$ cat config.mk
export PLATFORM = sky130hd
export DESIGN_NAME = sevseg_scan_arbiter_flat
export DESIGN_NICKNAME = d
export VERILOG_FILES = /design/src/rtl/sevseg_pkg.sv /design/src/rtl/sevseg_scan_arbiter_if.sv /design/src/rtl/sevseg_scan_timer.sv /design/src/rtl/sevseg_scan_arbiter.sv /design/src/flat_wrapper.sv
export SDC_FILE = /design/constraint.sdc
export NUM_CORES = 1
export LEC_CHECK = 0
export CAP_MARGIN = 20
export CORE_MARGIN = 5
export CORE_UTILIZATION = 47
export DETAILED_ROUTE_END_ITERATION = 12
export GPL_TIMING_DRIVEN = 0
export PLACE_DENSITY_LB_ADDON = 0.2
export SETUP_SLACK_MARGIN = 0.2
export SLEW_MARGIN = 40
export SYNTH_ARGS = -nofsm -noshare
export SYNTH_HDL_FRONTEND = slang
export SYNTH_SLANG_ARGS = --single-unit
$ cat constraint.sdc
create_clock -name clk -period 3 [get_ports clk]
set_input_delay 0.6 -clock clk [delete_from_list [all_inputs] [get_ports clk]]
set_output_delay 0.6 -clock clk [all_outputs]
set_load 0.1 [all_outputs]
$ cat src/rtl/sevseg_pkg.sv
// Shared constants, types and helpers for the 8-digit seven-segment scan path.
package sevseg_pkg;

    localparam int NUM_DIGITS = 8;
    localparam int DIGIT_W    = 4;
    localparam int NUM_SRC    = 3;
    localparam int IDX_W      = $clog2(NUM_DIGITS);
    localparam int SRC_W      = $clog2(NUM_SRC);
    localparam int SNAP_W     = NUM_DIGITS * DIGIT_W;

    localparam logic [NUM_DIGITS-1:0] ANODE_OFF = 8'hFF;

    typedef enum logic {
        IDLE  = 1'b0,
        OWNED = 1'b1
    } state_e;

    // Active-low anodes: exactly the selected digit is pulled low.
    function automatic logic [NUM_DIGITS-1:0] anode_onecold(input logic [IDX_W-1:0] idx);
        anode_onecold = ~(NUM_DIGITS'(1) << idx);
    endfunction

    // Index of the lowest set bit, i.e. the highest-priority requester.
    function automatic logic [SRC_W-1:0] lowest_set(input logic [NUM_SRC-1:0] v);
        lowest_set = '0;
        for (int s = NUM_SRC - 1; s >= 0; s--) begin
            if (v[s]) lowest_set = SRC_W'(s);
        end
    endfunction

endpackage

$ cat src/rtl/sevseg_scan_arbiter_if.sv
// Client-facing bundle of the scan arbiter: request/grant, source data and display outputs.
interface sevseg_scan_arbiter_if;
    import sevseg_pkg::*;

    // src_req is a level: a source holds it for as long as it wants the display and
    // drops it to release. src_gnt is one-hot (or 0 when idle) and only changes at a
    // frame end, so a source may treat its grant bit as stable for a whole frame.
    logic [NUM_SRC-1:0]            src_req;
    logic [NUM_SRC*SNAP_W-1:0]     src_data;
    logic [NUM_SRC*NUM_DIGITS-1:0] src_blank;
    logic [NUM_SRC-1:0]            src_gnt;
    logic [NUM_DIGITS-1:0]         an;
    logic [DIGIT_W-1:0]            digit;
    logic                          frame_tick;
    logic [SRC_W-1:0]              active_src;
    state_e                        dbg_state;

    modport master (
        output src_req, src_data, src_blank,
        input  src_gnt, an, digit, frame_tick, active_src, dbg_state
    );

    modport slave (
        input  src_req, src_data, src_blank,
        output src_gnt, an, digit, frame_tick, active_src, dbg_state
    );

endinterface

$ cat src/rtl/sevseg_scan_timer.sv
// Free-running digit scan timer: prescaler plus digit index, with step and frame-end strobes.
module sevseg_scan_timer
    import sevseg_pkg::*;
#(
    parameter int SCAN_DIV = 50000
) (
    input  logic             clk,
    input  logic             rst,
    output logic             step_o,
    output logic [IDX_W-1:0] idx_o,
    output logic             frame_end_o
);

    localparam int PW = $clog2(SCAN_DIV);

    logic [PW-1:0]    presc_q, presc_d;
    logic [IDX_W-1:0] idx_q, idx_d;

    assign step_o      = (presc_q == PW'(SCAN_DIV - 1));
    assign frame_end_o = step_o && (idx_q == IDX_W'(NUM_DIGITS - 1));
    assign idx_o       = idx_q;

    // NUM_DIGITS is a power of two, so the index wraps 7->0 by natural overflow.
    always_comb begin
        presc_d = step_o ? '0 : presc_q + PW'(1);
        idx_d   = step_o ? idx_q + IDX_W'(1) : idx_q;
    end

    always_ff @(posedge clk) begin
        if (rst) begin
            presc_q <= '0;
            idx_q   <= '0;
        end else begin
            presc_q <= presc_d;
            idx_q   <= idx_d;
        end
    end

endmodule

$ cat src/rtl/sevseg_scan_arbiter.sv
// Seven-segment scan controller: fixed-priority arbiter with minimum hold, per-frame
// snapshot of the owner's digits and blank mask, and registered anode/digit drive.
module sevseg_scan_arbiter
    import sevseg_pkg::*;
#(
    parameter int SCAN_DIV    = 50000,
    parameter int HOLD_FRAMES = 4
) (
    input logic                  clk,
    input logic                  rst,
    sevseg_scan_arbiter_if.slave bus
);

    localparam int HW = $clog2(HOLD_FRAMES + 1);

    logic             step;
    logic             frame_end;
    logic [IDX_W-1:0] idx;
    logic [IDX_W-1:0] idx_nx;

    state_e                state_q, state_d;
    logic [SRC_W-1:0]      owner_q, owner_d;
    logic [HW-1:0]         hold_q, hold_d;
    logic [SNAP_W-1:0]     data_q, data_d;
    logic [NUM_DIGITS-1:0] blank_q, blank_d;
    logic [NUM_DIGITS-1:0] an_q, an_d;
    logic [DIGIT_W-1:0]    digit_q, digit_d;
    logic [NUM_SRC-1:0]    gnt_q, gnt_d;

    logic [NUM_SRC-1:0] own_mask;
    logic [NUM_SRC-1:0] others;
    logic [NUM_SRC-1:0] higher;

    sevseg_scan_timer #(
        .SCAN_DIV(SCAN_DIV)
    ) u_timer (
        .clk        (clk),
        .rst        (rst),
        .step_o     (step),
        .idx_o      (idx),
        .frame_end_o(frame_end)
    );

    assign idx_nx   = idx + IDX_W'(1);
    assign own_mask = NUM_SRC'(1) << owner_q;
    assign others   = bus.src_req & ~own_mask;
    assign higher   = bus.src_req & (own_mask - NUM_SRC'(1));

    always_comb begin
        state_d = state_q;
        owner_d = owner_q;
        hold_d  = hold_q;
        data_d  = data_q;
        blank_d = blank_q;
        an_d    = an_q;
        digit_d = digit_q;
        gnt_d   = gnt_q;

        if (frame_end) begin
            unique case (state_q)
                IDLE: begin
                    if (|bus.src_req) begin
                        state_d = OWNED;
                        owner_d = lowest_set(bus.src_req);
                        hold_d  = '0;
                    end
                end
                OWNED: begin
                    if (!bus.src_req[owner_q]) begin
                        hold_d = '0;
                        if (|others) begin
                            owner_d = lowest_set(others);
                        end else begin
                            state_d = IDLE;
                        end
                    end else if (hold_q < HW'(HOLD_FRAMES)) begin
                        hold_d = hold_q + HW'(1);
                    end else if (|higher) begin
                        owner_d = lowest_set(higher);
                        hold_d  = '0;
                    end
                end
                default: state_d = IDLE;
            endcase

            // Capture the incoming owner's frame so mid-frame source edits stay hidden.
            for (int s = 0; s < NUM_SRC; s++) begin
                if (owner_d == SRC_W'(s)) begin
                    data_d  = bus.src_data[s*SNAP_W +: SNAP_W];
                    blank_d = bus.src_blank[s*NUM_DIGITS +: NUM_DIGITS];
                end
            end
            gnt_d = (state_d == OWNED) ? (NUM_SRC'(1) << owner_d) : '0;
        end

        // Outputs are computed for the digit about to be lit, so they land on the
        // same edge as the index change (and as the grant change on a handover).
        if (step) begin
            if (state_d == OWNED) begin
                an_d    = anode_onecold(idx_nx) | {NUM_DIGITS{blank_d[idx_nx]}};
                digit_d = data_d[{idx_nx, 2'b00} +: DIGIT_W];
            end else begin
                an_d    = ANODE_OFF;
                digit_d = '0;
            end
        end
    end

    always_ff @(posedge clk) begin
        if (rst) begin
            state_q <= IDLE;
            owner_q <= '0;
            hold_q  <= '0;
            data_q  <= '0;
            blank_q <= '0;
            an_q    <= ANODE_OFF;
            digit_q <= '0;
            gnt_q   <= '0;
        end else begin
            state_q <= state_d;
            owner_q <= owner_d;
            hold_q  <= hold_d;
            data_q  <= data_d;
            blank_q <= blank_d;
            an_q    <= an_d;
            digit_q <= digit_d;
            gnt_q   <= gnt_d;
        end
    end

    assign bus.src_gnt    = gnt_q;
    assign bus.an         = an_q;
    assign bus.digit      = digit_q;
    assign bus.frame_tick = frame_end;
    assign bus.active_src = owner_q;
    assign bus.dbg_state  = state_q;

endmodule

$ cat src/flat_wrapper.sv
// flat-port wrapper written by rule: the top's interface ports become plain ports
module sevseg_scan_arbiter_flat import sevseg_pkg::*;
#(
    parameter int SCAN_DIV    = 50000,
    parameter int HOLD_FRAMES = 4
)
  (clk, rst, bus_src_req, bus_src_data, bus_src_blank, bus_src_gnt, bus_an, bus_digit, bus_frame_tick, bus_active_src, bus_dbg_state);
  sevseg_scan_arbiter_if bus_i ();
  input logic clk;
  input logic rst;
  input wire logic [$bits(bus_i.src_req)-1:0] bus_src_req;
  input wire logic [$bits(bus_i.src_data)-1:0] bus_src_data;
  input wire logic [$bits(bus_i.src_blank)-1:0] bus_src_blank;
  output wire logic [$bits(bus_i.src_gnt)-1:0] bus_src_gnt;
  output wire logic [$bits(bus_i.an)-1:0] bus_an;
  output wire logic [$bits(bus_i.digit)-1:0] bus_digit;
  output wire logic [$bits(bus_i.frame_tick)-1:0] bus_frame_tick;
  output wire logic [$bits(bus_i.active_src)-1:0] bus_active_src;
  output wire logic [$bits(bus_i.dbg_state)-1:0] bus_dbg_state;
  assign bus_i.src_req = bus_src_req;
  assign bus_i.src_data = bus_src_data;
  assign bus_i.src_blank = bus_src_blank;
  assign bus_src_gnt = bus_i.src_gnt;
  assign bus_an = bus_i.an;
  assign bus_digit = bus_i.digit;
  assign bus_frame_tick = bus_i.frame_tick;
  assign bus_active_src = bus_i.active_src;
  assign bus_dbg_state = bus_i.dbg_state;
  sevseg_scan_arbiter #(.SCAN_DIV(SCAN_DIV), .HOLD_FRAMES(HOLD_FRAMES)) u_core (.clk(clk), .rst(rst), .bus(bus_i));
endmodule
==> metrics.yaml, run 1 <==
nNetsFinal: 880
grt_pass1_wl_um: 26140
drc: 0
htreeDepth: 3
critPathCaptureType: "flop"
nFillCells: 816
cts_inserted_buffers: 9
fin_setup_tns_ps: 0
synth_edf_count: 0
ys.flop_type: "dfxtp_1"
initial_core_util_pct: 47.60
finalSetupViolations: 0
p_clk_share_pct: 38.7
crit_required_ps: 3250
rows: 36
die-area_sq_um: 11890
worst_slew_pin_slew_ps: 684.0
drt_iter0_drc: 437
grt_pass1_vias: 5137
critPathMaxFanout: 10
drv_cap: 0
grtUsageTotal_pct: 28.55
switchingPower_w: 0.0006096
cp.arrival_ps: 3050
finalCritPeriodShare_pct: 93.19
overflow: 0
cts.clk_slew.worst_paths_ps: 90
final_cell_mix: "clkdlybuf4s50_1, nor2_1, dfxtp_1"
grt_max_degree: 16
dp.final_hpwl_um: 12510
layout.cells.non_filler: 885
slew_headroom_pct: 54.40
hp-class: "reg -> reg"
postRouteAntennaNets: 0
combPwrFrac_pct: 16.4
wl_per_cell_um: 19.37
synth_warnings: 0
syn_nets: 708
seq_area_sq_um: 1612
routed_wl_um: 17140
worstSetupPathType: "reg -> reg"
gp_congestion: 0.9223
die_w_um: 109.0
r2r_slack_ps: 200
syn2layout_area_growth_pct: 44.82
syn_avg_cell_area_sq_um: 8.016
via_per_inst: 5.854
multi_input_area_sq_um: 2917
core_sq_um: 9684
clock.fmax_mhz: 357.7
netlist_instances: 575
drive_gt1_share_pct: 18.75
hold_violations: 0
critPathLaunchType: "flop"
p_int_w: 0.001763
period_needed_ps: 2796
async_flop_share_pct: 0
ir_drop_v: 0.0002366
dp.cells: 849
mostFrequentLayoutCell: "clkdlybuf4s50_1"
synthDistinctLibCells: 67
clockBufferDepth: 2
antenna_found_initial: 0
power_frac_seq_pct: 44.9
n_antenna_cell: 0
finalMaxSlewViolations: 0
clk_latency_ps: 360
syn-cell-area_sq_um: 4609
p_leak_nw: 2.595
dr.pass1.iters: 5
yosysSeqAreaShare_pct: 34.74
ios: 144
skew_ps: 9.277
cts_sinks: 80
portBuffers: 141
powerDensity_nw_per_um2: 355.5
rsz0062_at_grt: "yes"
vias: 5181
status: "finished, final reports clean"
root_buffer: "clkbuf_8"
switching_share_pct: 25.69
cts_tree: "done"
ys_seq_elements: 80
dieHeight_um: 109.0
per-stage QoR:
step	area (sq um)	utilization, %	power, W	setup slack [ps]	hold WS [ps]
finish	6675	68.93	0.002373	204.4	461.7
global route	6675	68.93	0.002431	110.2	470.7
CTS	6556	67.70	0.002353	141.8	463.5
detailed placement	6116	63.15	0.001448	-916.9	445.6
global placement	6211	64.13	0.001444	-847.7	439.4
floorplan	4633	-	0.001232	224.4	429.5
kinds of logic after synthesis:
| kind of cell | after synthesis | share of synthesized area (%) |
|---|---|---|
| xor+xnor | 14 | 2.660 |
| simple gates | 244 | 24.78 |
| mux | 34 | 8.550 |
| flops | 80 | 34.74 |
| compound gates | 150 | 22.53 |
| fa+ha+maj | 8 | 2.172 |
| buf+inv | 45 | 4.560 |
final timing paths:
path	from	to	cells past startpoint
worst min register to register	u_core.bus.src_gnt[1]$_SDFFE_PP0P_	u_core.bus.src_gnt[1]$_SDFFE_PP0P_	2
worst max register to register	u_core.bus.active_src[1]$_SDFFE_PP0P_	u_core.bus.digit[0]$_SDFFE_PP0P_	11
worst min-delay path	u_core.bus.src_gnt[1]$_SDFFE_PP0P_	u_core.bus.src_gnt[1]$_SDFFE_PP0P_	2
worst max-delay path	u_core.bus.active_src[1]$_SDFFE_PP0P_	u_core.bus.digit[0]$_SDFFE_PP0P_	11
sequential cells by signal (all words and copies together), names as in the netlist:
signal / count
u_core.blank_q: 8
u_core.bus.active_src: 2
u_core.bus.an: 8
u_core.bus.dbg_state: 1
u_core.bus.digit: 4
u_core.bus.src_gnt: 3
u_core.data_q: 32
u_core.hold_q: 3
u_core.u_timer.idx_o: 3
u_core.u_timer.presc_q: 16
power by group through the flow:
stage / registers, W / logic [W] / clock network (W)
3_5_place_dp: 0.00109 / 0.000358 / 0
2_1_floorplan: 0.00109 / 0.000142 / 0
5_1_grt: 0.00107 / 0.000412 / 0.000952
6_report: 0.00107 / 0.000389 / 0.000918
3_3_place_gp: 0.00109 / 0.000354 / 0
4_1_cts: 0.00107 / 0.000377 / 0.000910
critical path, stage by stage (launching register included):
cell     delay (ps)
dfxtp_4         390
or3b_4          410
a21oi_2         210
nor3_4           70
buf_4           150
buf_6           120
buf_4           150
mux4_2          420
mux2i_1         210
mux2i_1         160
o31ai_1         300
o31ai_1         100
timing repair:
| item | in CTS | in global routing |
|---|---|---|
| buffers inserted | 13 | 7 |
| endpoints found under the setup margin | 50 | 14 |
| hold buffers | 0 | 0 |
| gates resized for setup | 41 | 27 |
| pin swaps | 5 | 7 |
synthesized netlist by cell type (3+ instances only):
| cell type | number | area [sq um] |
|---|---|---|
| o22ai_1 | 34 | 212.7 |
| nand2_1 | 68 | 255.2 |
| xnor2_1 | 7 | 61.31 |
| inv_1 | 3 | 11.26 |
| clkbuf_1 | 21 | 78.83 |
| o2bb2ai_1 | 3 | 26.28 |
| a311o_1 | 3 | 30.03 |
| buf_1 | 3 | 11.26 |
| a211oi_1 | 9 | 67.56 |
| ha_1 | 8 | 100.1 |
| nand3_1 | 18 | 90.09 |
| dfxtp_1 | 80 | 1602 |
| xor2_1 | 7 | 61.31 |
| buf_2 | 12 | 60.06 |
| buf_4 | 4 | 30.03 |
| mux4_2 | 3 | 67.56 |
| a31oi_1 | 18 | 112.6 |
| mux2_2 | 12 | 135.1 |
| o21ai_1 | 4 | 20.02 |
| mux2i_1 | 18 | 180.2 |
| nor3_1 | 7 | 35.03 |
| nor2_1 | 103 | 386.6 |
| or3_1 | 5 | 31.28 |
| nor2b_1 | 14 | 87.58 |
| o211ai_1 | 3 | 22.52 |
| nand4_1 | 4 | 25.02 |
| a21oi_1 | 31 | 155.2 |
| and2_1 | 3 | 18.77 |
| a2bb2oi_1 | 9 | 78.83 |
| o21ai_0 | 7 | 35.03 |
| a31o_2 | 3 | 26.28 |
per-layer routing:
layer / up-vias / wire length [um] / global-route usage (%)
met4: 0 / 484 / 10.64
met5: - / 0 / 0
met3: 44 / 1494 / 5.861
met2: 260 / 8435 / 50.22
met1: 2454 / 6724 / 34.13
li1: 2423 / - / -
final cells by class:
class | instances | share of cell area [%]
Buffer | 41 | 4.011
Timing Repair Buffer | 161 | 21.97
Sequential cell | 80 | 24.14
Multi-Input combinational cell | 450 | 43.69
Clock buffer | 11 | 2.437
Tap cell | 133 | 2.493
Inverter | 4 | 0.2437
Clock inverter | 5 | 1.012
Power figures use the tool's default switching activity.
==> run 2: changes to the inputs <==
--- a/config.mk
+++ b/config.mk
@@ -7,7 +7,7 @@
 export LEC_CHECK = 0
 export CAP_MARGIN = 20
 export CORE_MARGIN = 5
-export CORE_UTILIZATION = 47
+export CORE_UTILIZATION = 43
 export DETAILED_ROUTE_END_ITERATION = 12
 export GPL_TIMING_DRIVEN = 0
 export PLACE_DENSITY_LB_ADDON = 0.2
==> constraint.sdc (replaced) <==
create_clock -name clk -period 2.35 [get_ports clk]
set_input_delay 0.47 -clock clk [delete_from_list [all_inputs] [get_ports clk]]
set_output_delay 0.47 -clock clk [all_outputs]
set_load 0.1 [all_outputs]
==> run 2 against run 1 <==
Compared with the run above:
- the run now ends with setup timing left
- routed wire length rose by 8.5%
- sequential cell count did not move
- combinational power rose by 57%
- final area rose by 17%
- sequential power rose by 27%
- final cell count rose by 4.3%
- utilization rose by 6.2 points
- maximum frequency rose by 6.6%
- count of clock-buffer cells in the layout did not move
- global-route usage fell by 1.3 points
- largest cell class unchanged
==> metrics.yaml, run 2 (synthesized netlist as in run 1, its figures left out) <==
hold_violations: 0  # unchanged
dp.final_hpwl_um: 12630  # +0.94%
mostFrequentLayoutCell: "clkdlybuf4s50_1"
portBuffers: 141  # unchanged
dieHeight_um: 113.5  # +4.1%
crit_slowest_cell: "mux4_2"
whs_ps: 459.3  # -2.407 ps
critPathMaxFanout: 6  # -4
n_antenna_cell: 0  # unchanged
top_regs: "u_core.data_q x32, u_core.u_timer.presc_q x16"
wl_per_cell_um: 20.15  # +4.1%
r2r-start: "u_core.hold_q[2]$_SDFFE_PP0P_"
p_leak_nw: 3.008  # +16%
via_per_inst: 5.941  # +1.5%
worstSetupPathType: "reg -> reg"
routed_wl_um: 18600  # +8.5%
cts_tree: "done"
finalCritPeriodShare_pct: 111.6  # +18 points
fin_setup_tns_ps: -2673  # -2673 ps
finalMaxSlewViolations: 0  # unchanged
postRouteAntennaNets: 0  # unchanged
skew_ps: 15.93  # +6.655 ps
drive_gt1_share_pct: 34.18  # +15 points
r2r_slack_ps: -270  # -480 ps
post-place-ws_ps: -1252  # -334.7 ps
powerDensity_nw_per_um2: 383.4  # +7.9%
htreeDepth: 3  # unchanged
holdPathEnd: "u_core.bus.digit[3]$_SDFFE_PP0P_"
critPathLaunchType: "flop"
vias: 5484  # +5.8%
status: "finished, violations left"
root_buffer: "clkbuf_8"
hp-class: "reg -> reg"
crit_required_ps: 2610  # -640 ps
layout.cells.non_filler: 923  # +4.3%
gp_congestion: 0.9310  # +0.94%
grt_max_degree: 14  # -2
violations: "setup timing"
largest_reg_flops: 32  # unchanged
r2r-end: "u_core.bus.digit[0]$_SDFFE_PP0P_"
nNetsFinal: 915  # +4.0%
clockBufferDepth: 2  # unchanged
initial_core_util_pct: 44.45  # -3.1 points
hold_depth: 2  # unchanged
finalPower_w: 0.002986  # +26%
cts_sinks: 80  # unchanged
fin_ws_ps: -271.7  # -476.1 ps
slew_headroom_pct: 55.15  # +0.75 points
drc: 0  # unchanged
dp.cells: 852  # +0.35%
reg2regPathDepth: 9  # -2
postCtsHoldBufs: 0  # unchanged
cp_slowest_stage_delay_ps: 520  # +100 ps
startpoint: "u_core.hold_q[2]$_SDFFE_PP0P_"
rsz0062_at_grt: "yes"
period_needed_ps: 2622  # -173.9 ps
worst_slew_pin_slew_ps: 672.7  # -11.26 ps
top_register: "u_core.data_q"
overflow: 0  # unchanged
nFillCells: 741  # -9.2%
grt_pass1_wl_um: 27900  # +6.8%
rows: 37  # +2.8%
critPathCaptureType: "flop"
grtUsageTotal_pct: 27.25  # -1.3 points
final_cell_mix: "clkdlybuf4s50_1, nor2_1, dfxtp_1"
cts_inserted_buffers: 9  # unchanged
finalSetupViolations: 15  # +15
grt_pass1_vias: 5564  # +8.3%
drt_iter0_drc: 467  # +6.9%
antenna_found_initial: 0  # unchanged
ios: 144  # unchanged
dr.pass1.iters: 5  # unchanged
die-area_sq_um: 12890  # +8.4%
drv_cap: 0  # unchanged
clock.fmax_mhz: 381.4  # +6.6%
die_w_um: 113.5  # +4.1%
cts.clk_slew.worst_paths_ps: 80  # about the same
min_from: "u_core.bus.digit[3]$_SDFFE_PP0P_"
ir_drop_v: 0.0003097  # +31%
syn2layout_area_growth_pct: 68.95
crit_path_cell_trace: "and4b_2 -> nor3_4 -> nor3_4 -> buf_6 -> mux4_2 -> mux2i_2 -> mux2i_2 -> o31ai_1 -> o31ai_1"
clk_latency_ps: 370  # about the same
core_sq_um: 10370  # +7.1%
cp.arrival_ps: 2880  # -170 ps
## run 2: cell types whose count changed in the layout (fill, tap and decap cells not counted), sizes merged
cell / delta
buf: +41
clkbuf: -7
clkdlybuf4s15: +1
clkinv: +3
inv: -3
## run 2: power breakdown
group          switching, W  total [W]  internal, W
logic              0.000252   0.000612     0.000360
clock network      0.000522    0.00101     0.000492
registers        0.00000561    0.00136      0.00135
## run 2: timing repair
item / CTS / global route
pin swaps: 23 / 29
buffers inserted: 31 / 23
gates cloned: 1 / 0
setup endpoints to repair: 77 / 72
gates resized for setup: 110 / 102
## run 2: area by class of cell
cell class | count | area (sq um) | area share (%)
Buffer | 41 | 465.4 | 5.977
Multi-Input combinational cell | 450 | 3483 | 44.73
Inverter | 4 | 20.02 | 0.2571
Clock buffer | 11 | 131.4 | 1.687
Timing Repair Buffer | 196 | 1836 | 23.57
Sequential cell | 80 | 1624 | 20.85
Clock inverter | 5 | 57.56 | 0.7391
Tap cell | 136 | 170.2 | 2.185
## run 2: worst max-delay path: cells and delay by family (launching register included)
| kind | cells | cell delay (ps) |
|---|---|---|
| AOI/OAI and AO/OA | 2 | 400 |
| buffers and inverters | 1 | 190 |
| DFF | 1 | 370 |
| muxes | 3 | 890 |
| and+or+nand+nor | 3 | 650 |
## run 2: layer usage
| layer | up-vias | share of wire, % | global-route usage, % |
|---|---|---|---|
| met1 | 2656 | 40 | 32.48 |
| met4 | 0 | 3.6 | 14.10 |
| li1 | 2497 | - | - |
| met3 | 48 | 7.6 | 5.889 |
| met2 | 283 | 49 | 45.98 |
| met5 | - | 0 | 0 |
## run 2: worst max-delay path by stage
| stage | end | depth (start not counted) | slack, ps |
|---|---|---|---|
| 5_1_grt | u_core.bus.digit[1]$_SDFFE_PP0P_ | 11 | -370 |
| 4_1_cts | u_core.bus.an[0]$_SDFFE_PP1P_ | 10 | -200 |
| 3_3_place_gp | u_core.bus.digit[0]$_SDFFE_PP0P_ | 10 | -1210 |
| 6_report | u_core.bus.digit[0]$_SDFFE_PP0P_ | 9 | -270 |
| 3_5_place_dp | u_core.bus.digit[0]$_SDFFE_PP0P_ | 10 | -1250 |
| 2_1_floorplan | u_core.bus.digit[2]$_SDFFE_PP0P_ | 5 | -280 |
## run 2: metrics by stage
| stage | instance area, sq um | utilization [%] |
|---|---|---|
| floorplan | 4818 | - |
| global placement | 6400 | 61.72 |
| CTS | 7163 | 69.08 |
| global route | 7787 | 75.10 |
| finish | 7787 | 75.10 |
| detailed placement | 6305 | 60.80 |
==> run 3: changes to the inputs <==
==> constraint.sdc (replaced) <==
create_clock -name clk -period 2.35 [get_ports clk]
set_input_delay 0.3525 -clock clk [delete_from_list [all_inputs] [get_ports clk]]
set_output_delay 0.3525 -clock clk [all_outputs]
set_load 0.1 [all_outputs]
==> run 3 against run 2 <==
Compared with the run above:
- the flow still finishes with violations (setup timing)
- critical path depth increased by 2
- count of clock-buffer cells in the layout decreased by 1
- first-iteration DRC count increased by 9.4%
- non-clock buffer count increased by 6
- clock skew decreased by 1.2 ps
- critical endpoint is now u_core.bus.digit[2]$_SDFFE_PP0P_
- utilization increased by 0.78 points
==> metrics.yaml, run 3 (synthesized netlist as in run 1, its figures left out) <==
initial_core_util_pct: 44.45  # unchanged
die_w_um: 113.5  # unchanged
core_sq_um: 10370  # unchanged
dp.final_hpwl_um: 12500  # -1.0%
dr.pass1.iters: 5  # unchanged
die-area_sq_um: 12890  # unchanged
layout.cells.non_filler: 929  # +0.65%
grt_pass1_wl_um: 28120  # +0.77%
p_int_w: 0.002407  # +9.1%
largest_reg_flops: 32  # unchanged
htreeDepth: 3  # unchanged
via_per_inst: 6.012  # +1.2%
root_buffer: "clkbuf_8"
finalMaxSlewViolations: 0  # unchanged
portBuffers: 141  # unchanged
fin_ws_ps: -391.9  # -120.2 ps
dieHeight_um: 113.5  # unchanged
n_antenna_cell: 0  # unchanged
cts.clk_slew.worst_paths_ps: 90  # about the same
switching_share_pct: 25.33  # -0.78 points
worstSetupPathType: "reg -> reg"
rows: 37  # unchanged
critPathLaunchType: "flop"
hold_violations: 0  # unchanged
dp.cells: 852  # unchanged
critPathMaxFanout: 5  # -1
crit_required_ps: 2650  # +40 ps
mostFrequentLayoutCell: "clkdlybuf4s50_1"
grtUsageTotal_pct: 27.30  # +0.056 points
clock.fmax_mhz: 364.7  # -4.4%
wl_per_cell_um: 21.33  # +5.8%
finalCritPeriodShare_pct: 116.7  # +5.1 points
drt_iter0_drc: 511  # +9.4%
power_frac_seq_pct: 42.1  # -3.4 points
worst_slew_pin_slew_ps: 803.4  # +130.7 ps
drc: 0  # unchanged
period_needed_ps: 2742  # +120.2 ps
routed_wl_um: 19820  # +6.5%
clockBufferDepth: 2  # unchanged
vias: 5585  # +1.8%
overflow: 0  # unchanged
violations: "setup timing"
combPwrFrac_pct: 18.2  # -2.3 points
startpoint: "u_core.u_timer.presc_q[7]$_SDFF_PP0_"
grt_pass1_vias: 5494  # -1.3%
antenna_found_initial: 0  # unchanged
critPathCaptureType: "flop"
hp-class: "reg -> reg"
cts_tree: "done"
drv_cap: 0  # unchanged
postRouteAntennaNets: 0  # unchanged
rsz0062_at_grt: "yes"
hold_depth: 2  # unchanged
p_leak_nw: 3.095  # +2.9%
clk_latency_ps: 360  # about the same
cts_sinks: 80  # unchanged
slew_headroom_pct: 46.44  # -8.7 points
nNetsFinal: 921  # +0.66%
postCtsHoldBufs: 0  # unchanged
r2r-start: "u_core.u_timer.presc_q[7]$_SDFF_PP0_"
grt_max_degree: 15  # +1
skew_ps: 14.69  # -1.246 ps
status: "finished, violations left"
reg2regPathDepth: 11  # +2
gp_congestion: 0.9359  # +0.53%
p_clk_share_pct: 39.6  # +5.6 points
post-place-ws_ps: -1248  # +3.970 ps
cp.arrival_ps: 3040  # +160 ps
finalSetupViolations: 35  # +20
top_regs: "u_core.data_q x32, u_core.u_timer.presc_q x16"
ir_drop_v: 0.0004179  # +35%
top_register: "u_core.data_q"
powerDensity_nw_per_um2: 409.8  # +6.9%
min_from: "u_core.bus.src_gnt[1]$_SDFFE_PP0P_"
final_cell_mix: "clkdlybuf4s50_1, nor2_1, dfxtp_1"
syn2layout_area_growth_pct: 70.71
drive_gt1_share_pct: 34.55  # +0.37 points
ios: 144  # unchanged
switchingPower_w: 0.0008168  # +4.8%
cts_inserted_buffers: 9  # unchanged
whs_ps: 455.5  # -3.778 ps
==> run 3: cell types whose count changed in the layout (fill, tap and decap cells not counted), moves of 4 or more <==
cell / before / now
a21oi_1: 18 / 9
a21oi_2: 12 / 19
buf_4: 37 / 45
buf_6: 29 / 24
nor2_1: 89 / 94
nor2_2: 10 / 6
o21ai_2: 7 / 3
o22ai_2: 19 / 15
==> run 3: per-stage QoR <==
| step | TNS [ps] | cell area [sq um] | power (W) | util (%) |
|---|---|---|---|---|
| after floorplan | -1897 | 4766 | 0.001592 | - |
| after global placement | -42560 | 6347 | 0.001862 | 61.21 |
| after detailed placement | -44400 | 6252 | 0.001866 | 60.29 |
| after CTS | -1835 | 7305 | 0.003158 | 70.44 |
| after global routing | -9503 | 7869 | 0.003297 | 75.88 |
| final | -6267 | 7869 | 0.003224 | 75.88 |
==> run 3: power groups by stage <==
stage | Clock, W | Combinational (W) | Sequential [W]
final | 0.00128 | 0.000588 | 0.00136
after floorplan | 0 | 0.000202 | 0.00139
after CTS | 0.00125 | 0.000549 | 0.00136
after global placement | 0 | 0.000471 | 0.00139
after detailed placement | 0 | 0.000475 | 0.00139
after global routing | 0.00132 | 0.000617 | 0.00136
==> run 3: worst max-delay path, cell delays in order (launching register included) <==
cell and delay (ps):
dfxtp_1 350, or4b_4 550, nor4_4 360, nand2_2 160, a21oi_4 240, buf_6 160, buf_4 140, nor2_1 40
a21o_1 160, o2bb2ai_1 130, a221o_1 280, o21ai_2 100
==> run 3: worst paths after layout <==
path / endpoint / slack [ps]
max: u_core.bus.digit[2]$_SDFFE_PP0P_ / -390
max reg2reg: u_core.bus.digit[2]$_SDFFE_PP0P_ / -390
min: u_core.bus.src_gnt[1]$_SDFFE_PP0P_ / 460
min reg2reg: u_core.bus.src_gnt[1]$_SDFFE_PP0P_ / 460
==> run 3: area by class of cell <==
class / count / area [sq um]
flip-flops and latches: 80 / 1625
clock buffers: 10 / 127.6
plain buffers: 41 / 437.9
inverters: 4 / 20.02
well taps: 136 / 170.2
clock inverters: 6 / 116.4
fillers: 709 / 2501
multi-input cells: 450 / 3490
repair buffers: 202 / 1882
==> run 3: timing repair <==
| item | CTS | global route |
|---|---|---|
| setup buffers | 36 | 24 |
| gates cloned | 1 | 0 |
| gates resized for setup | 129 | 91 |
| pin swaps | 39 | 30 |
| setup endpoints to repair | 77 | 74 |
==> run 3: routing by layer <==
metal / global-route usage, % / share of wire (%) / vias up / routed length, um
met5: 0 / 0 / - / 0
met4: 11.14 / 4.1 / 0 / 818
met3: 5.358 / 8.2 / 75 / 1632
met2: 46.56 / 49 / 354 / 9770
met1: 33.67 / 38 / 2649 / 7592
li1: - / - / 2507 / -
